==> config.mk <==
export PLATFORM = sky130hd
export DESIGN_NAME = n_alloc
export DESIGN_NICKNAME = d
export VERILOG_FILES = /design/src/rtl/n_alloc_pkg.sv /design/src/rtl/n.sv /design/src/rtl/n_alloc.sv
export SDC_FILE = /design/constraint.sdc
export NUM_CORES = 1
export LEC_CHECK = 0
export ABC_AREA = 1
export CAP_MARGIN = 20
export CELL_PAD_IN_SITES_DETAIL_PLACEMENT = 1
export CELL_PAD_IN_SITES_GLOBAL_PLACEMENT = 1
export CORE_UTILIZATION = 40
export DETAILED_ROUTE_END_ITERATION = 6
export PLACE_DENSITY = 0.86
export REMOVE_ABC_BUFFERS = 1
export SETUP_SLACK_MARGIN = 0.05
export SYNTH_ARGS = -nofsm -noshare
export SYNTH_HDL_FRONTEND = slang
export SYNTH_SLANG_ARGS = --single-unit
==> constraint.sdc <==
create_clock -name clk -period 5.86 [get_ports clk]
set_clock_uncertainty 0.15 [all_clocks]
set_input_delay 1.758 -clock clk [delete_from_list [all_inputs] [get_ports clk]]
set_output_delay 1.758 -clock clk [all_outputs]
set_load 0.01 [all_outputs]
==> src/rtl/n_alloc_pkg.sv <==
// Shared types for the circular slot allocator: error cause encoding and its classifier.
package n_alloc_pkg;

  typedef enum logic [1:0] {
    ERR_NONE        = 2'd0,
    ERR_DBL_FREE    = 2'd1,
    ERR_FREE_STAGED = 2'd2
  } err_cause_t;

  // A release of an already-clear slot outranks the staged-ID case.
  function automatic err_cause_t err_classify(input logic slot_clear, input logic slot_staged);
    err_cause_t c;
    c = ERR_NONE;
    if (slot_clear) begin
      c = ERR_DBL_FREE;
    end else if (slot_staged) begin
      c = ERR_FREE_STAGED;
    end
    return c;
  endfunction

endpackage

==> src/rtl/n.sv <==
// Circular left-most-zero finder: first clear bit scanning pos-1, pos-2, ..., 0, W-1, ..., pos.
// Purely combinational; any_o is low only when every bit is set.
module n #(
  parameter int W   = 32,
  parameter int IDW = $clog2(W)
) (
  input  logic [W-1:0]   x_i,
  input  logic [IDW-1:0] pos_i,
  output logic [IDW-1:0] y_enc_o,
  output logic           any_o
);

  int             idx;
  logic [IDW-1:0] idx_t;

  always_comb begin
    y_enc_o = '0;
    any_o   = 1'b0;
    idx     = 0;
    idx_t   = '0;
    for (int k = 1; k <= W; k++) begin
      idx = int'(pos_i) - k;
      if (idx < 0) begin
        idx = idx + W;
      end
      idx_t = IDW'(idx);
      if (!any_o && !x_i[idx_t]) begin
        any_o   = 1'b1;
        y_enc_o = idx_t;
      end
    end
  end

endmodule

==> src/rtl/n_alloc.sv <==
// Round-robin free-slot allocator: one staged ID per cycle, held stable under backpressure; frees searchable next cycle.
// Illegal-free detection (double free / free of staged ID) is compiled in with N_ALLOC_ERR_CHK_EN.
module n_alloc
  import n_alloc_pkg::*;
#(
  parameter  int W   = 32,
  localparam int IDW = $clog2(W)
) (
  input  logic           clk,
  input  logic           arst,
  output logic           alloc_vld_o,
  output logic [IDW-1:0] alloc_id_o,
  input  logic           alloc_rdy_i,
  input  logic           free_vld_i,
  input  logic [IDW-1:0] free_id_i,
  output logic [IDW:0]   cnt_o,
  output logic           full_o,
  output logic           err_o,
  output err_cause_t     err_cause_o
);

  localparam logic [IDW:0] CNT_FULL = (IDW+1)'(W);

  logic [W-1:0]   occ;
  logic [W-1:0]   occ_nxt;
  logic [IDW-1:0] ptr;
  logic [IDW-1:0] stg_id;
  logic           stg_vld;
  logic [IDW:0]   cnt;
  logic [IDW:0]   cnt_nxt;
  logic           full;
  logic [IDW-1:0] sel;
  logic           hit;
  logic           load;
  logic           hs;
  logic           free_in_rng;
  logic           free_ok;

  n #(.W(W)) u_find (
    .x_i     (occ),
    .pos_i   (ptr),
    .y_enc_o (sel),
    .any_o   (hit)
  );

  assign load        = hit & (~stg_vld | alloc_rdy_i);
  assign hs          = stg_vld & alloc_rdy_i;
  assign free_in_rng = int'(free_id_i) < W;

`ifdef N_ALLOC_ERR_CHK_EN
  logic       err;
  err_cause_t err_cause;
  err_cause_t free_cause;

  // Out-of-range IDs can never be owned, so they classify as a double free.
  always_comb begin
    free_cause = ERR_NONE;
    if (free_vld_i) begin
      free_cause = err_classify(~free_in_rng || !occ[free_id_i],
                                stg_vld && (stg_id == free_id_i));
    end
  end

  assign free_ok = free_vld_i & (free_cause == ERR_NONE);

  always_ff @(posedge clk or posedge arst) begin
    if (arst) begin
      err       <= 1'b0;
      err_cause <= ERR_NONE;
    end else if (free_cause != ERR_NONE) begin
      err <= 1'b1;
      if (!err) begin
        err_cause <= free_cause;
      end
    end
  end

  assign err_o       = err;
  assign err_cause_o = err_cause;
`else
  assign free_ok     = free_vld_i & free_in_rng;
  assign err_o       = 1'b0;
  assign err_cause_o = ERR_NONE;
`endif

  // The search slot is always clear in occ, so set-after-clear order only matters for illegal frees.
  always_comb begin
    occ_nxt = occ;
    if (free_ok) begin
      occ_nxt[free_id_i] = 1'b0;
    end
    if (load) begin
      occ_nxt[sel] = 1'b1;
    end
    cnt_nxt = cnt + {{IDW{1'b0}}, load} - {{IDW{1'b0}}, free_ok};
  end

  always_ff @(posedge clk or posedge arst) begin
    if (arst) begin
      occ     <= '0;
      ptr     <= '0;
      stg_vld <= 1'b0;
      stg_id  <= '0;
      cnt     <= '0;
      full    <= 1'b0;
    end else begin
      occ  <= occ_nxt;
      cnt  <= cnt_nxt;
      full <= (cnt_nxt == CNT_FULL);
      if (load) begin
        stg_vld <= 1'b1;
        stg_id  <= sel;
        ptr     <= sel;
      end else if (hs) begin
        stg_vld <= 1'b0;
      end
    end
  end

  assign alloc_vld_o = stg_vld;
  assign alloc_id_o  = stg_id;
  assign cnt_o       = cnt;
  assign full_o      = full;

endmodule

-- Word-level counts from Yosys, hierarchy flattened
Cells that the tools add are included.
- reductions and logical operators: 95
- $lt $le $gt $ge: 68
- $add $sub $neg: 66
- bitwise operators: 7
- equal/unequal tests: 1
- muxes and demuxes: 168
- operator list (kind ; number):
    $mux 5 ; 64
    $lt 5x6->1 const B ; 34
    $lt 6x1->1 const B ; 31
    $add 5x1->5 const B ; 32
    $bmux 1 s5 ; 32
    $sub 5x5->6 const B ; 16
    $mux 1 ; 68
    $mux 32 ; 2
    $logic_not 1->1 ; 61
    $sub 5x4->6 const B ; 8
    $logic_and 1x1->1 ; 33
    $and 32x32->32 ; 1
    $not 32->32 ; 1
    $or 32x32->32 ; 1
    $sub 5x3->6 const B ; 4
    $sub 5x2->6 const B ; 2
    $demux 1 s5 ; 2
    $ge 5x1->1 const B ; 2
    $lt 7x1->1 const B ; 1
    $sub 5x6->7 const B ; 1
    $add 6x1->6 ; 1
    $eq 6x6->1 const B ; 1
    $sub 5x1->6 const B ; 1
    $sub 6x1->6 ; 1
    4 further kinds ; 5
- output and inout bits: 16
- input port bits: 9
- flip-flop bits (word level): 45
- logic and storage cells: 410

-- Depth between registers and ports, before layout
- depth after elaboration: 104
- mapped depth: 44
- gate-level depth less buffers: 38

-- Hierarchy
From an unflattened synthesis, not the netlist that was laid out.
- cells, all modules: 1056
- area, all modules: 6298.5 sq um
- by module, submodules not included (module ; area an instance (sq um) ; instances ; sequential area each (sq um) ; cells each):
    n ; 4292.9 ; 1 ; 0.0 ; 840
    n_alloc ; 2005.7 ; 1 ; 1126.1 ; 216

-- Worst setup path before layout
OpenSTA, ideal clock, no wires.
- kind: register to register
- start point: register alloc_id_o[1] (netlist name)
- end point: register full (netlist: full_o)
- setup slack: -630 ps
- arrival time: 6220 ps
- buffers on the path: 6
- stages on the path, launching flop included: 41
- setup time: 120 ps
- path through: dfrtp_1 -> buf_4 -> inv_2 -> buf_6 -> buf_6 -> clkbuf_1 -> ha_1 -> inv_1 -> clkbuf_1 -> nand3_1 -> nand3_1 -> nand3_1 -> nand2_2 -> nand3_4 -> nor2_4 -> nand4_4 -> nor2_4 -> nand4_4 -> (+5 left out) -> nand4_2 -> nor2_4 -> nand4_4 -> nor2_4 -> nand4_2 -> nor2_1 -> nor2_1 -> clkbuf_1 -> inv_1 -> ha_1 -> inv_1 -> ha_1 -> inv_1 -> fa_1 -> o21ai_0 -> xor2_1 -> nor4_1 -> and3_1
- RTL lines (what ; RTL line ; RTL):
    to (signal assigned) ; n_alloc.sv:109 ; full <= (cnt_nxt == CNT_FULL);
    to (decl) ; n_alloc.sv:31 ; logic full;

==> impl.org <==
** Status
- Outcome :: finished, final reports clean

** Global routing
- Pin count of the biggest net entering global routing :: 46
- The total overflow left after global routing is 0.
- The first global-routing pass estimated 45380 um of wire.
- Global routing used 36.09% of the available tracks across all layers.
- Initial antenna violation count :: 0
- The number of global-route vias before repair is 8376.

** Timing
- Setup slack on the critical path of the routed design comes to 0.2049 ns.
- Based on the critical path, the design can be clocked at up to 176.8 MHz.
- Final critical delay including setup and external delays :: 5.655 ns
- Max_slew headroom :: 32.70%
- The number of hold violations in the final report came to 0.
- At the pin with the least slew margin, the transition time is 0.9990 ns.
- Of the available clock period, the critical path in the final layout requires 96.50%.
- Final setup violation count :: 0
- Total count of max-transition violations in the final report :: 0

** Floorplan
- Core region area :: 15830 um2
- I/O pin count :: 25
- Die width :: 129.1 um
- Row count :: 46
- The die covers 16670 um2.
- Measured along the y axis, the die boundary spans 129.1 um.
- The initial utilization of the core area, before any placement, comes to 40.82%.

** Synthesis
- EDFF count, synth :: 0
- For this run, the leading register cell type out of synthesis is sky130_fd_sc_hd__dfrtp_1.
- Number of synthesized register bits :: 45
- Proportion of synthesized flip-flops having asynchronous set or reset :: 100.0%
- Cell taking the most area after synthesis :: sky130_fd_sc_hd__nand3_1
- Yosys warns :: 0
- The cell area that synthesis handed to floorplanning was 6461 um2.
- Synthesized instance count :: 1102
- Ranked by total cell area, the synthesized netlist is headed by sky130_fd_sc_hd__nand3_1 (21%), sky130_fd_sc_hd__dfrtp_1 (17%), sky130_fd_sc_hd__nand2_1 (16%), sky130_fd_sc_hd__nor2_1 (6.5%), sky130_fd_sc_hd__inv_1 (6.3%).
- The netlist uses 45 different library cells.
- Sequential cells were found to cover 17.43% of the synthesized design area.
- Most frequent cells after synthesis :: sky130_fd_sc_hd__nand2_1 (276), sky130_fd_sc_hd__nand3_1 (267), sky130_fd_sc_hd__nor2_1 (112), sky130_fd_sc_hd__inv_1 (109), sky130_fd_sc_hd__o21ai_0 (59)
- Count leader, synth :: sky130_fd_sc_hd__nand2_1
- A synthesized cell averages 5.863 um2.
- In this run the biggest area consumer among cell types represents 20.68% of the synthesized area.

** Routing
- The count of nets left with antenna violations once routing finished came out at 0.
- In the final routed layout, each cell accounts on average for 21.48 um.
- The pre-antenna-repair detailed-routing pass consisted of 6 iterations.
- The detailed router finished its first iteration with 808 violations.
- For this block, the routed nets add up to 30240 um of wire.
- After detailed routing, the number of vias per cell comes to 6.053.
- The detailed router placed 8522 vias in this run.
- Number of remaining DRC errors :: 0

** Setup path
- Endpoint class of the critical path :: register
- The number of cells on the worst reg-to-reg path is 33.
- The worst setup path is launched from a register.
- On the worst path, the slowest cell contributes a delay of 0.44 ns.
- The endpoint identified for the worst register-to-register timing path is full_o.
- CP Class :: register to register
- In this run the critical register-to-register path is launched from alloc_id_o[2].
- In this run the worst path has a maximum fanout of 8.
- Reg2reg setup slack :: 0.20 ns
- The slowest stage of the critical path is the sky130_fd_sc_hd__dfrtp_2 cell.
- For the worst setup path, the data required time is 5.94 ns.
- Worst path most repeated cell :: sky130_fd_sc_hd__inv_1
- Signal arrival time at the worst endpoint :: 5.73 ns

** Place
- Port buffering added 21 buffers.
- Prior to clock tree synthesis, the placed netlist has a worst setup slack of -0.1303 ns.
- At the end of routability-driven placement, the weighted congestion stood at 1.012.
- Detail Placement HPWL :: 23030 um

** Cells and area
- # diodes :: 0
- # nets final :: 1220
- Area growth syn-to-layout :: 21.32%
- Share of post-route cells with drive strength above 1 :: 17.70%

** CTS
- Buffer cell driving the clock tree root :: sky130_fd_sc_hd__clkbuf_16
- In this run, post-CTS hold repair placed 0 buffers.
- After clock tree synthesis, the clock-pin slew on the worst setup and hold paths is 0.07 ns.
- The clock reaches the later pin of the worst-skew pair after 0.30 ns.
- The tree built by TritonCTS fans out to 45 sinks.
- Counting along the longest clock path gives a buffer depth of 2.
- The H-tree generated during clock tree synthesis spans 2 levels.
- TritonCTS created 5 clock buffers.
- TritonCTS built the clock tree.

** Hold path
- Worst Hold Depth :: 2
- In this run the worst hold path is classified as register to register.
- Endpoint of the worst hold path :: alloc_vld_o
- In this run the most critical hold path is launched from alloc_vld_o.

** Flow run
- Max-cap violations in this run came to 0.
==> worst max path at each step <==
stage              to  slack [ns]  cells past startpoint           from
2_1_floorplan  full_o        -1.0                     35  alloc_id_o[1]
3_3_place_gp   full_o        0.19                     37  alloc_id_o[0]
3_5_place_dp   full_o       -0.13                     37  alloc_id_o[0]
4_1_cts        full_o        0.05                     35  alloc_id_o[0]
5_1_grt        full_o     -0.0004                     37  alloc_id_o[0]
6_report       full_o        0.20                     33  alloc_id_o[2]
==> cell usage in the layout (no fill, tap or decap), drive strengths merged, types with 3 or more instances in the layout <==
master         instances
conb                   3
inv                  123
a21oi                 11
clkbuf                 7
nand3                273
buf                   95
dfrtp                 45
clkdlybuf4s50         21
or2                    3
ha                    19
nand4                 41
nor2                 137
nor4                   3
o21ai                 72
nor3                  11
o21a                  12
nand2                285
xor2                  19
==> cell families (layout without fill, tap and decap cells) <==
kind of cell | Yosys count | after routing | share of synthesized area, %
AND/OR/NAND/NOR | 757 | 757 | 56.06
buffers and inverters | 160 | 248 | 11.08
AO/OA/AOI/OAI | 98 | 98 | 8.424
flip-flops | 45 | 45 | 17.43
XOR/XNOR | 21 | 21 | 2.963
adder cells (fa/ha/maj) | 20 | 20 | 3.989
other | 1 | 3 | 0.05804
==> metal layers <==
metal	track usage, %	vias to the layer above	share of wire, %
met2	58.28	448	46
met5	0	-	0
met4	17.92	0	5.1
met1	46.70	4120	41
li1	-	3837	-
met3	6.069	117	8.5
==> per-stage QoR <==
step                hold slack, ns  setup TNS (ns)  util, %  std cells  instance area (um2)
finish                      0.4242               0    49.53       1408                 7839
global placement            0.3918               0    45.61       1372                 7219
global route                0.4589      -0.0004055    49.53       1408                 7839
CTS                         0.4252               0    48.04       1398                 7604
detailed placement          0.4029         -0.1303    45.61       1372                 7219
floorplan                   0.3435          -3.850        -       1068                 6223
==> state kept, by name, indices dropped and copies added (netlist names) <==
register,count
occ,32
cnt_o,6
alloc_id_o,5
alloc_vld_o,1
full_o,1
==> repair_timing <==
item,CTS,global route
gates resized for setup,30,38
setup endpoints to repair,1,6
pin swaps,17,20
setup buffers,18,9
==> layout make-up <==
| class | instances | area [um2] |
|---|---|---|
| Sequential cell | 45 | 1130 |
| Timing Repair Buffer | 116 | 1003 |
| Inverter | 124 | 490.5 |
| Clock buffer | 7 | 132.6 |
| Tap cell | 216 | 270.3 |
| Multi-Input combinational cell | 899 | 4805 |
| Clock inverter | 1 | 7.507 |
| Fill cell | 2182 | 7989 |
==> worst max-delay path: cells and delay by family, from the launching register on <==
family / cells / cell delay (ns)
xor+xnor: 2 / 0.36
fa+ha+maj: 4 / 0.95
flops: 1 / 0.44
buf+inv: 8 / 0.96
compound gates: 3 / 0.57
simple gates: 16 / 2.16
Power is left out: the tool's default activity adds up to more than one toggle a clock period on the data nets, which glitch-free logic cannot reach.
